<file path="src/rtl/shapool_job_ctrl.sv">
`default_nettype none
// ============================================================================
// Module   : shapool_job_ctrl
// Brief    : Job sequencer between the host serial/daisy pins and the SHA-256
//            pool core: job shift-in, start/halt, success arbitration, readout.
// Revision : 1.0
// ============================================================================
module shapool_job_ctrl #(
    parameter int JOB_BITS   = 352,
    parameter int NONCE_BITS = 32,
    parameter int CNT_W      = 9
) (
    input  logic                  hwclk,
    input  logic                  reset_in,
    input  logic                  data_clk,
    input  logic                  data_in,
    input  logic                  load_sel,
    input  logic                  done_in,
    input  logic                  success_in,
    input  logic                  core_done,
    input  logic                  core_success,
    input  logic [NONCE_BITS-1:0] core_nonce,
    output logic [JOB_BITS-1:0]   job_data,
    output logic                  core_start,
    output logic                  core_halt,
    output logic                  success_oe,
    output logic                  done_out,
    output logic                  data_out,
    output logic                  data_out_en,
    output logic                  status_led
);

    localparam logic [CNT_W-1:0] C_JOB_CNT   = CNT_W'(JOB_BITS);
    localparam logic [CNT_W-1:0] C_NONCE_CNT = CNT_W'(NONCE_BITS);

    typedef enum logic [2:0] {
        ST_IDLE = 3'd0,
        ST_LOAD = 3'd1,
        ST_ARM  = 3'd2,
        ST_EXEC = 3'd3,
        ST_DONE = 3'd4
    } state_t;

    state_t                r_state;
    state_t                w_next;
    logic [CNT_W-1:0]      r_cnt;
    logic [JOB_BITS-1:0]   r_job;
    logic [NONCE_BITS-1:0] r_nonce;
    logic                  r_have_result;
    logic                  r_success_oe;

    // data_clk and load_sel carry a third stage for edge detection
    logic [2:0] r_dclk_sync;
    logic [1:0] r_din_sync;
    logic [2:0] r_load_sync;
    logic [1:0] r_done_sync;
    logic [1:0] r_succ_sync;

    logic w_dclk_rise;
    logic w_din;
    logic w_load;
    logic w_load_rise;
    logic w_succ;
    logic w_win;
    logic w_enter_load;
    logic w_enter_done;
    logic w_readout;

    always_ff @(posedge hwclk) begin
        if (!reset_in) begin
            r_dclk_sync <= '0;
            r_din_sync  <= '0;
            r_load_sync <= '0;
            r_done_sync <= '0;
            r_succ_sync <= '1;
        end else begin
            r_dclk_sync <= {r_dclk_sync[1:0], data_clk};
            r_din_sync  <= {r_din_sync[0], data_in};
            r_load_sync <= {r_load_sync[1:0], load_sel};
            r_done_sync <= {r_done_sync[0], done_in};
            r_succ_sync <= {r_succ_sync[0], success_in};
        end
    end

    assign w_dclk_rise = r_dclk_sync[1] & ~r_dclk_sync[2];
    assign w_din       = r_din_sync[1];
    assign w_load      = r_load_sync[1];
    assign w_load_rise = r_load_sync[1] & ~r_load_sync[2];
    assign w_succ      = r_succ_sync[1];

    // A load_sel rise outside LOAD aborts and outranks every EXEC event
    always_comb begin
        w_next     = r_state;
        core_start = 1'b0;
        core_halt  = 1'b0;
        w_win      = 1'b0;
        case (r_state)
            ST_IDLE: begin
                if (w_load) begin
                    w_next = ST_LOAD;
                end
            end
            ST_LOAD: begin
                if (!w_load) begin
                    w_next = (r_cnt == C_JOB_CNT) ? ST_ARM : ST_IDLE;
                end
            end
            ST_ARM: begin
                if (w_load_rise) begin
                    w_next = ST_LOAD;
                end else begin
                    core_start = 1'b1;
                    w_next     = ST_EXEC;
                end
            end
            ST_EXEC: begin
                if (w_load_rise) begin
                    core_halt = 1'b1;
                    w_next    = ST_LOAD;
                end else if (core_success) begin
                    w_win  = 1'b1;
                    w_next = ST_DONE;
                end else if (!w_succ && !r_success_oe) begin
                    core_halt = 1'b1;
                    w_next    = ST_DONE;
                end else if (core_done) begin
                    w_next = ST_DONE;
                end
            end
            ST_DONE: begin
                if (w_load_rise) begin
                    w_next = ST_LOAD;
                end
            end
            default: begin
                w_next = ST_IDLE;
            end
        endcase
    end

    assign w_enter_load = (w_next == ST_LOAD) && (r_state != ST_LOAD);
    assign w_enter_done = (w_next == ST_DONE) && (r_state != ST_DONE);
    assign w_readout    = (r_state == ST_DONE) && r_have_result && !w_load
                          && (r_cnt < C_NONCE_CNT);

    always_ff @(posedge hwclk) begin
        if (!reset_in) begin
            r_state <= ST_IDLE;
        end else begin
            r_state <= w_next;
        end
    end

    // One counter serves both the job shift-in and the nonce shift-out
    always_ff @(posedge hwclk) begin
        if (!reset_in) begin
            r_cnt <= '0;
        end else if (w_enter_load || w_enter_done) begin
            r_cnt <= '0;
        end else if ((r_state == ST_LOAD) && w_dclk_rise && (r_cnt != C_JOB_CNT)) begin
            r_cnt <= r_cnt + CNT_W'(1);
        end else if (w_readout && w_dclk_rise) begin
            r_cnt <= r_cnt + CNT_W'(1);
        end
    end

    always_ff @(posedge hwclk) begin
        if (!reset_in) begin
            r_job <= '0;
        end else if ((r_state == ST_LOAD) && w_dclk_rise) begin
            r_job <= {r_job[JOB_BITS-2:0], w_din};
        end
    end

    always_ff @(posedge hwclk) begin
        if (!reset_in) begin
            r_nonce <= '0;
        end else if (w_win) begin
            r_nonce <= core_nonce;
        end else if (w_readout && w_dclk_rise) begin
            r_nonce <= {r_nonce[NONCE_BITS-2:0], 1'b0};
        end
    end

    always_ff @(posedge hwclk) begin
        if (!reset_in) begin
            r_have_result <= 1'b0;
            r_success_oe  <= 1'b0;
        end else if (w_win) begin
            r_have_result <= 1'b1;
            r_success_oe  <= 1'b1;
        end else if (w_next == ST_LOAD) begin
            r_have_result <= 1'b0;
            r_success_oe  <= 1'b0;
        end else if ((r_state == ST_EXEC) && (w_next == ST_DONE)) begin
            r_have_result <= 1'b0;
        end
    end

    assign job_data    = r_job;
    assign success_oe  = r_success_oe;
    assign done_out    = (r_state == ST_DONE) && r_done_sync[1];
    assign data_out_en = w_readout;
    assign data_out    = w_readout && r_nonce[NONCE_BITS-1];
    assign status_led  = (r_state == ST_EXEC);

endmodule
`default_nettype wire
</file>
<file path="config.mk">
export PLATFORM = sky130hd
export DESIGN_NAME = shapool_job_ctrl
export DESIGN_NICKNAME = d
export VERILOG_FILES = /design/src/rtl/shapool_job_ctrl.sv
export SDC_FILE = /design/constraint.sdc
export NUM_CORES = 1
export LEC_CHECK = 0
export CAP_MARGIN = 5
export CORE_MARGIN = 1
export CORE_UTILIZATION = 29
export CTS_CLUSTER_DIAMETER = 100
export CTS_CLUSTER_SIZE = 40
export DETAILED_ROUTE_END_ITERATION = 8
export DONT_BUFFER_PORTS = 1
export HOLD_SLACK_MARGIN = 0.03
export PLACE_DENSITY_LB_ADDON = 0.1
export SYNTH_ARGS = -nofsm -noshare
export SYNTH_HDL_FRONTEND = slang
export SYNTH_SLANG_ARGS = --single-unit
</file>
<file path="constraint.sdc">
create_clock -name hwclk -period 2.6 [get_ports hwclk]
set_input_delay 0.26 -clock hwclk [delete_from_list [all_inputs] [get_ports hwclk]]
set_output_delay 0.26 -clock hwclk [all_outputs]
set_load 0.005 [all_outputs]
</file>
[After elaboration in Yosys (flattened, before gate mapping)]
Cells that the tools add are included.
Operators by class
  eq/ne operators: 10
  reductions and logical operators: 22
  add/sub/neg operators: 1
  bitwise logic cells: 5
  mux-type cells: 28
  magnitude comparators: 1
Operator list (count)
  $mux 32: 2
  $mux 3: 7
  $mux 9: 2
  $pmux 3 s5: 1
  $mux 1: 14
  $logic_and 1x1->1: 12
  $add 9x1->9 const B: 1
  $eq 9x9->1 const B: 1
  $lt 9x6->1 const B: 1
  $ne 9x9->1 const B: 1
  $eq 3x1->1 const B: 2
  $eq 3x2->1 const B: 2
  $eq 3x3->1 const B: 2
  $reduce_bool 2->1: 3
  $mux 2: 2
  $logic_not 1->1: 3
  $logic_not 3->1: 1
  $ne 3x1->1 const B: 1
  $ne 3x3->1 const B: 1
  $not 1->1: 3
  $reduce_bool 3->1: 1
  $and 1x1->1: 2
  $reduce_or 2->1: 1
  $logic_or 1x1->1: 1
Word-level totals
  input bits: 41
  output and inout bits: 359
  register bits: 410
  word-level logic and storage cells: 78

[Depth between registers and ports, before layout]
Gate-level depths: netlist of the first run.
  depth in word-level cells: 11
  gate-level depth with buffers: 7
  gate-level depth less buffers: 6

[Worst setup path after synthesis of the first run]
OpenSTA, ideal clock, no wires.
  path kind: register to register
  start point: register r_state[2]
  end point: register r_cnt[5]
  clock period less this slack: 2.098 ns
  arrival time: 2.026 ns
  required time: 2.528 ns
  path slack: 0.502 ns
  path buffers: 3
  cell stages (with the launch flop): 8
  cells stage by stage: dfxtp_1 -> or3b_1 -> buf_2 -> or4_1 -> buf_2 -> buf_6 -> a211oi_1 -> mux2i_1
Between the ends
  word-level cells in the longest chain between the ends: 9
  elaborated cells on any way between the ends: 29
  classes of those cells: eq/ne (8); mux (9); reduce/logical (12)
Ends and longest elaborated chain
  start: declaration: line 44  | state_t r_state;
  start signal: assignment: line 150  | r_state <= w_next;
  $mux 3: line 126  | end else if (core_done) begin
  $mux 3: line 123  | end else if (!w_succ && !r_success_oe) begin
  $mux 3: line 120  | end else if (core_success) begin
  $mux 3: line 117  | if (w_load_rise) begin
  $pmux 3 s5: line 97  | case (r_state)
  $eq 3x1->1 / $eq 3x3->1 (equally long branches): line 141, 142
  $logic_and 1x1->1, on equally long branches: line 141, 142
  $logic_or 1x1->1: line 158  | end else if (w_enter_load || w_enter_done) begin
  $reduce_or 2->1 (no source line)
  end signal: assignment: line 161  | r_cnt <= r_cnt + CNT_W'(1);
  end signal: assignment: line 163  | r_cnt <= r_cnt + CNT_W'(1);
  end: declaration: line 46  | logic [CNT_W-1:0] r_cnt;
Several ways; a longest one is shown, not always the timed one.
A chain may end at the register's enable or synchronous reset.

[Worst setup path after layout of the first run]
  start point: register r_state[0]
  end point: register r_job[230] (netlist: job_data[230])
Between the ends
  word-level cells in the longest chain between the ends: 2
Ends and longest elaborated chain
  $eq 3x1->1: line 170  | end else if ((r_state == ST_LOAD) && w_dclk_rise) begin
  $logic_and 1x1->1: line 170
  end signal: assignment: line 171  | r_job <= {r_job[JOB_BITS-2:0], w_din};
  end: declaration: line 47  | logic [JOB_BITS-1:0] r_job;
Every way passes these cells.

==> results.md, run 1 <==
* Fin crit share at 0.977
* Status: completed
* Leak pwr at 6.56 nW
* Via density at 4.69
* Core Box Area at 51800 um2
* H-tree depth at 1
* Number of global-route vias before repair at 11700
* DPL Wire Length at 27100 um
* TritonCTS clock tree: built
* Clk_lat worst skew at 0.58 ns
* Final GP Congestion at 0.727
* Final nets at 2018
* Synth Register Bits at 410
* Die area at 53900 um2
* Slew @ Worst Pin at 1.15 ns
* Kind of critical path: register to register
* DR vias at 12500
* Cell area after synthesis at 15400 um2
* PD cells at 547 nW/um2
* Slew Viols, Final at 0
* Max_slew headroom at 0.234
* Commonest non-fill, non-tap cells in the layout: 773 x nand2_1, 408 x dfxtp_1, 260 x a21boi_0
* I/O pin cnt at 400
* CP peak stage delay at 0.56 ns
* Reg2reg start: r_state[0]$_SDFF_PN0_
* Share of post-route cells with drive strength above 1 at 0.0342
* Gr usage total at 0.158
* Syn nets at 1882
* # rows at 83
* Final Hold Vio Count at 0
* Clock root buffer: clkbuf_16
* Dpl cell area at 15900 um2
* CP Depth at 6
* First-pass GRT wire length at 68700 um
* CP endpoint kind: register
* CP cell instances: nor3b_2 -> nand2_4 -> buf_16 -> nand2_1 -> a21boi_1 -> dlygate4sd3_1
* Final instance area at 19100 um2
* Largest net degree at the start of global routing at 227
* Min-Delay Path Class: input pin to register
* FF-to-FF path depth at 6
* Area growth syn-to-layout at 24.4%
* Residual DRC count at 0
* R2r endpoint: job_data[230]$_SDFFE_PN0P_
* Post-Syn Instances at 1839
* IO buf count at 0
* Starting Density at 0.296
* Max stage delay cell, worst path: dlygate4sd3_1
* Setup_tns at 0 ns
* Die W at 232 um
* Async SR Flop Fraction at 0
* R2r setup slk at 0.06 ns
* Maximum fanout along the worst path at 201
* Final worst path period need at 2.54 ns
* Post-Syn Area per Cell at 8.35 um2
* RSZ-0062 raised after global routing: no
* GRT Residual Overflow at 0
* Final-layout fill cell count at 5308
* WL final at 46000 um
* Worst Path Buf+Inv at 2
* Setup violators final at 0
* Clock Skews at 0.0515 ns
* CP required at 3.06 ns
* Total CTS buffers at 18
* Number of diodes at 0
* Clock Sinks at 410
* Worst VDD drop at 378 uV
* Detail Route Antenna Nets at 0
* CTS clk-pin slew, worst paths at 0.13 ns
* Initial antenna violation count at 0
* Wirelength per Cell at 17.2 um
* Crit start category: register
* Crit path from: r_state[0]$_SDFF_PN0_
* DRT Pass-1 Iters at 5
* Distinct cell type count of the synthesized netlist at 37
* CP endpoint: job_data[230]$_SDFFE_PN0P_
* Synth warn at 0
* Synth Flop Type: dfxtp_1
* Crit-path leading delay family: buffers and inverters
* 1st-iter DRT viols at 760
* Die height at 232 um
* Most common cell after layout, fill and taps aside: nand2_1
* Clock Tree Buf Depth at 3
* WP data arrival at 3.00 ns
* Fmax at 394 MHz
* # Max-Cap Violations at 0
* Number of synthesized flops with an enable pin at 0
* Sequential share of the synthesized area at 0.534
## worst register-to-register path, cell delays in order (launching register included)
cell,delay [ns]
dfxtp_4,0.40
nor3b_2,0.36
nand2_4,0.13
buf_16,0.24
nand2_1,0.65
a21boi_1,0.09
dlygate4sd3_1,0.56
## through the flow
stage	total power [W]	utilization	instances	setup slack, ns	hold slack (ns)
2_1_floorplan	0.00661	-	1839	0.502	0.361
4_1_cts	0.0107	0.366	2663	0.0168	0.101
6_report	0.0105	0.369	2667	0.0588	0.129
3_5_place_dp	0.00656	0.307	2397	0.331	0.362
5_1_grt	0.0109	0.369	2667	0.00659	0.138
3_3_place_gp	0.00656	0.307	2397	0.350	0.367
## registers in the layout, summed over array words and instances, names as in the netlist
name / flops
r_din_sync: 2
r_dclk_sync: 3
r_done_sync: 2
r_state: 3
r_load_sync: 3
success_oe: 1
r_cnt: 9
job_data: 352
r_have_result: 1
r_nonce: 32
r_succ_sync: 2
## Yosys cell counts (7+ instances only)
library cell	instances	share of area
dfxtp_1	410	0.53
buf_2	33	0.011
a21oi_1	7	0.0023
a21boi_0	260	0.13
mux2i_1	7	0.0046
clkbuf_1	108	0.026
nand2_1	774	0.19
and2_1	12	0.0049
o21ai_0	34	0.011
nand4_1	11	0.0045
a31oi_1	32	0.013
a21boi_1	97	0.047
nand4b_1	7	0.0040
## where the power goes
part           switching (W)  leakage [nW]  internal, W
Clock                0.00241         0.326      0.00151
Combinational      0.0000937          2.93     0.000144
Sequential        0.00000399          3.30      0.00629
## what timing repair did
item	in CTS	in global routing
cloned	0	3
setup buffers	0	1
pin swaps	0	1
resized for setup	1	12
hold buffers	234	0
hold endpoints to repair	410	0
setup endpoints to repair	1	136
## routing by layer
| layer | GRT usage | part of all wire | vias up |
|---|---|---|---|
| met5 | 0 | 0 | - |
| met1 | 0.188 | 0.42 | 5951 |
| met4 | 0.0366 | 0.020 | 0 |
| met2 | 0.259 | 0.46 | 250 |
| met3 | 0.0696 | 0.098 | 44 |
| li1 | - | - | 6251 |
## cell type report
cell class / instances / area (um2) / share of cell area
Sequential cell: 410 / 8210 / 0.430
Multi-Input combinational cell: 1284 / 6610 / 0.346
Timing Repair Buffer: 258 / 2740 / 0.143
Tap cell: 680 / 851 / 0.0445
Clock buffer: 19 / 475 / 0.0249
Clock inverter: 13 / 220 / 0.0115
Inverter: 3 / 11.3 / 0.000589
## kinds of logic after synthesis
| group | synth area share |
|---|---|
| AOI/OAI and AO/OA | 0.206 |
| adders and majority gates | 0.00163 |
| buffers and inverters | 0.0386 |
| DFF | 0.534 |
| muxes | 0.00456 |
| and+or+nand+nor | 0.215 |
## worst min path at each step
stage                       startpoint                   endpoint  slack (ns)  cells past startpoint
final                     core_success    r_nonce[3]$_SDFFE_PN0P_        0.13                      3
after global routing      core_success    r_nonce[3]$_SDFFE_PN0P_        0.14                      3
after CTS                 core_success    r_nonce[3]$_SDFFE_PN0P_        0.10                      3
after detailed placement      reset_in  r_succ_sync[0]$_SDFF_PN1_        0.36                      1
after global placement        reset_in  r_succ_sync[1]$_SDFF_PN1_        0.37                      1
after floorplan             success_in  r_succ_sync[0]$_SDFF_PN1_        0.36                      1
(Power assumes the default switching activity.)
==> run 2, diff against run 1 <==
--- a/config.mk
+++ b/config.mk
@@ -13,7 +13,9 @@
 export DETAILED_ROUTE_END_ITERATION = 8
 export DONT_BUFFER_PORTS = 1
 export HOLD_SLACK_MARGIN = 0.03
+export MAX_ROUTING_LAYER = met4
 export PLACE_DENSITY_LB_ADDON = 0.1
+export SETUP_SLACK_MARGIN = 0.3
 export SYNTH_ARGS = -nofsm -noshare
 export SYNTH_HDL_FRONTEND = slang
 export SYNTH_SLANG_ARGS = --single-unit
==> results.md, run 2 (synthesized netlist as in run 1, its figures left out) <==
* Final nets at 1844
* Clock Tree Buf Depth at 3
* Residual DRC count at 0
* Final Hold Vio Count at 34
* Final worst path period need at 2.26 ns
* Min-Delay Path Class: input pin to register
* Number of diodes at 0
* FF-to-FF path depth at 5
* CP endpoint kind: primary output
* Commonest non-fill, non-tap cells in the layout: 773 x nand2_1, 409 x dfxtp_1, 259 x a21boi_0
* Sw power at 0.00246 W
* Kind of critical path: register to primary output
* Fmax at 443 MHz
* Met1 usage at 0.179
* Final instance area at 17300 um2
* GRT Residual Overflow at 0
* R2r endpoint: r_nonce[5]$_SDFFE_PN0P_
* # Max-Cap Violations at 0
* Clk_lat worst skew at 0.58 ns
* Overall power at 0.0104 W
* Final GP Congestion at 0.735
* Worst VDD drop at 382 uV
* DPL Wire Length at 27100 um
* Dpl cell area at 15900 um2
* Clk pwr share at 0.377
* Initial antenna violation count at 0
* Slew @ Worst Pin at 1.29 ns
* R2r setup slk at 0.42 ns
* Via density at 4.71
* Violated checks: hold timing
* CP required at 2.34 ns
* First-pass GRT wire length at 64700 um
* Core Box Area at 51800 um2
* TritonCTS clock tree: built
* Clock Skews at 0.0490 ns
* Die area at 53900 um2
* DR vias at 11700
* Leak pwr at 5.33 nW
* Die height at 232 um
* PD cells at 602 nW/um2
* Switching share of power at 0.236
* Reg2reg start: r_cnt[5]$_SDFFE_PP0P_
* 1st-iter DRT viols at 822
* Logic pwr share at 0.019
* Max_slew headroom at 0.143
* Most common cell after layout, fill and taps aside: nand2_1
* Setup_tns at 0 ns
* CTS clk-pin slew, worst paths at 0.14 ns
* Slew Viols, Final at 0
* Largest net degree at the start of global routing at 417
* Detail Route Antenna Nets at 0
* Setup WS pre-CTS at 0.331 ns
* Clock Sinks at 410
* Maximum fanout along the worst path at 6
* Crit start category: register
* Starting Density at 0.296
* Crit path from: r_cnt[5]$_SDFFE_PP0P_
* Flop pwr share at 0.605
* M3 GR Usage at 0.0681
* WP data arrival at 2.00 ns
* Hold slack final at -0.117 ns
* Wirelength per Cell at 17.3 um
* Hold Path Cell Cnt at 1
* DRT Pass-1 Iters at 4
* CP peak stage delay at 0.58 ns
* Fin crit share at 0.869
* I/O pin cnt at 400
* Clock root buffer: clkbuf_16
* Total CTS buffers at 18
* Area growth syn-to-layout at 12.5%
* Max FFs per register at 352
* H-tree depth at 1
* Int Power at 0.00795 W
* Number of global-route vias before repair at 10800
* Hold Startpoint: reset_in
* Setup violators final at 0
* Gr usage total at 0.153
* # rows at 83
* WL final at 43000 um
* Share of post-route cells with drive strength above 1 at 0.0381
* Max stage delay cell, worst path: or4b_4
* GRT Max-Usage Layer: met2
* Die W at 232 um
* Hold endpoint: job_data[318]$_SDFFE_PN0P_
* Final WS setup at 0.341 ns
* CP cell instances: or4b_4 -> nor3_4 -> and2_1
* RSZ-0062 raised after global routing: yes
* Status: finished, violations left
* IO buf count at 0
* Met2 usage at 0.242
## run 2: cell count changes in the layout (fill, tap and decap cells not counted), sizes merged
cell and delta:
dlygate4sd3 -173, clkbuf -3, buf +2
## run 2: layer usage
layer,share of wire,up-vias,wire [um]
met3,0.10,35,4430
met4,0.016,0,683
li1,-,5899,-
met2,0.46,251,19800
met1,0.42,5564,18100
met5,0,-,0
## run 2: metrics by stage
stage                      util  cells
final                     0.333   2493
after global routing      0.333   2493
after CTS                 0.332   2486
after detailed placement  0.307   2397
after global placement    0.307   2397
after floorplan               -   1839
## run 2: worst max-delay path by stage
| stage | to | slack, ns | depth (start not counted) |
|---|---|---|---|
| after floorplan | r_cnt[5]$_SDFFE_PP0P_ | 0.50 | 7 |
| after global placement | r_nonce[31]$_SDFFE_PN0P_ | 0.35 | 5 |
| after detailed placement | r_nonce[11]$_SDFFE_PN0P_ | 0.33 | 5 |
| after CTS | data_out | 0.27 | 3 |
| after global routing | data_out | 0.26 | 3 |
| final | data_out | 0.34 | 3 |
## run 2: timing repair
item | 4_1_cts | 5_1_grt
pin swaps | 0 | 2
endpoints found under the setup margin | 9 | 100
hold buffers | 57 | 3
setup buffers | 0 | 4
hold endpoints to repair | 410 | 284
gates resized for setup | 4 | 6
## run 2: area by class of cell
class | instances | area (um2)
fillers | 5380 | 34500
flip-flops and latches | 410 | 8210
multi-input cells | 1284 | 6620
repair buffers | 84 | 888
well taps | 680 | 851
clock buffers | 19 | 475
clock inverters | 13 | 220
inverters | 3 | 11.3
## run 2: critical path, delay by kind of cell (launching register included)
family / cells / cell delay [ns]
DFF: 1 / 0.38
and+or+nand+nor: 3 / 1.05
## run 2: power by group through the flow
stage          Clock, W  Combinational (W)  Sequential, W
6_report        0.00392           0.000196        0.00629
4_1_cts         0.00414           0.000181        0.00630
5_1_grt         0.00434           0.000199        0.00630
3_3_place_gp          0           0.000126        0.00643
2_1_floorplan         0           0.000173        0.00643
3_5_place_dp          0           0.000126        0.00643
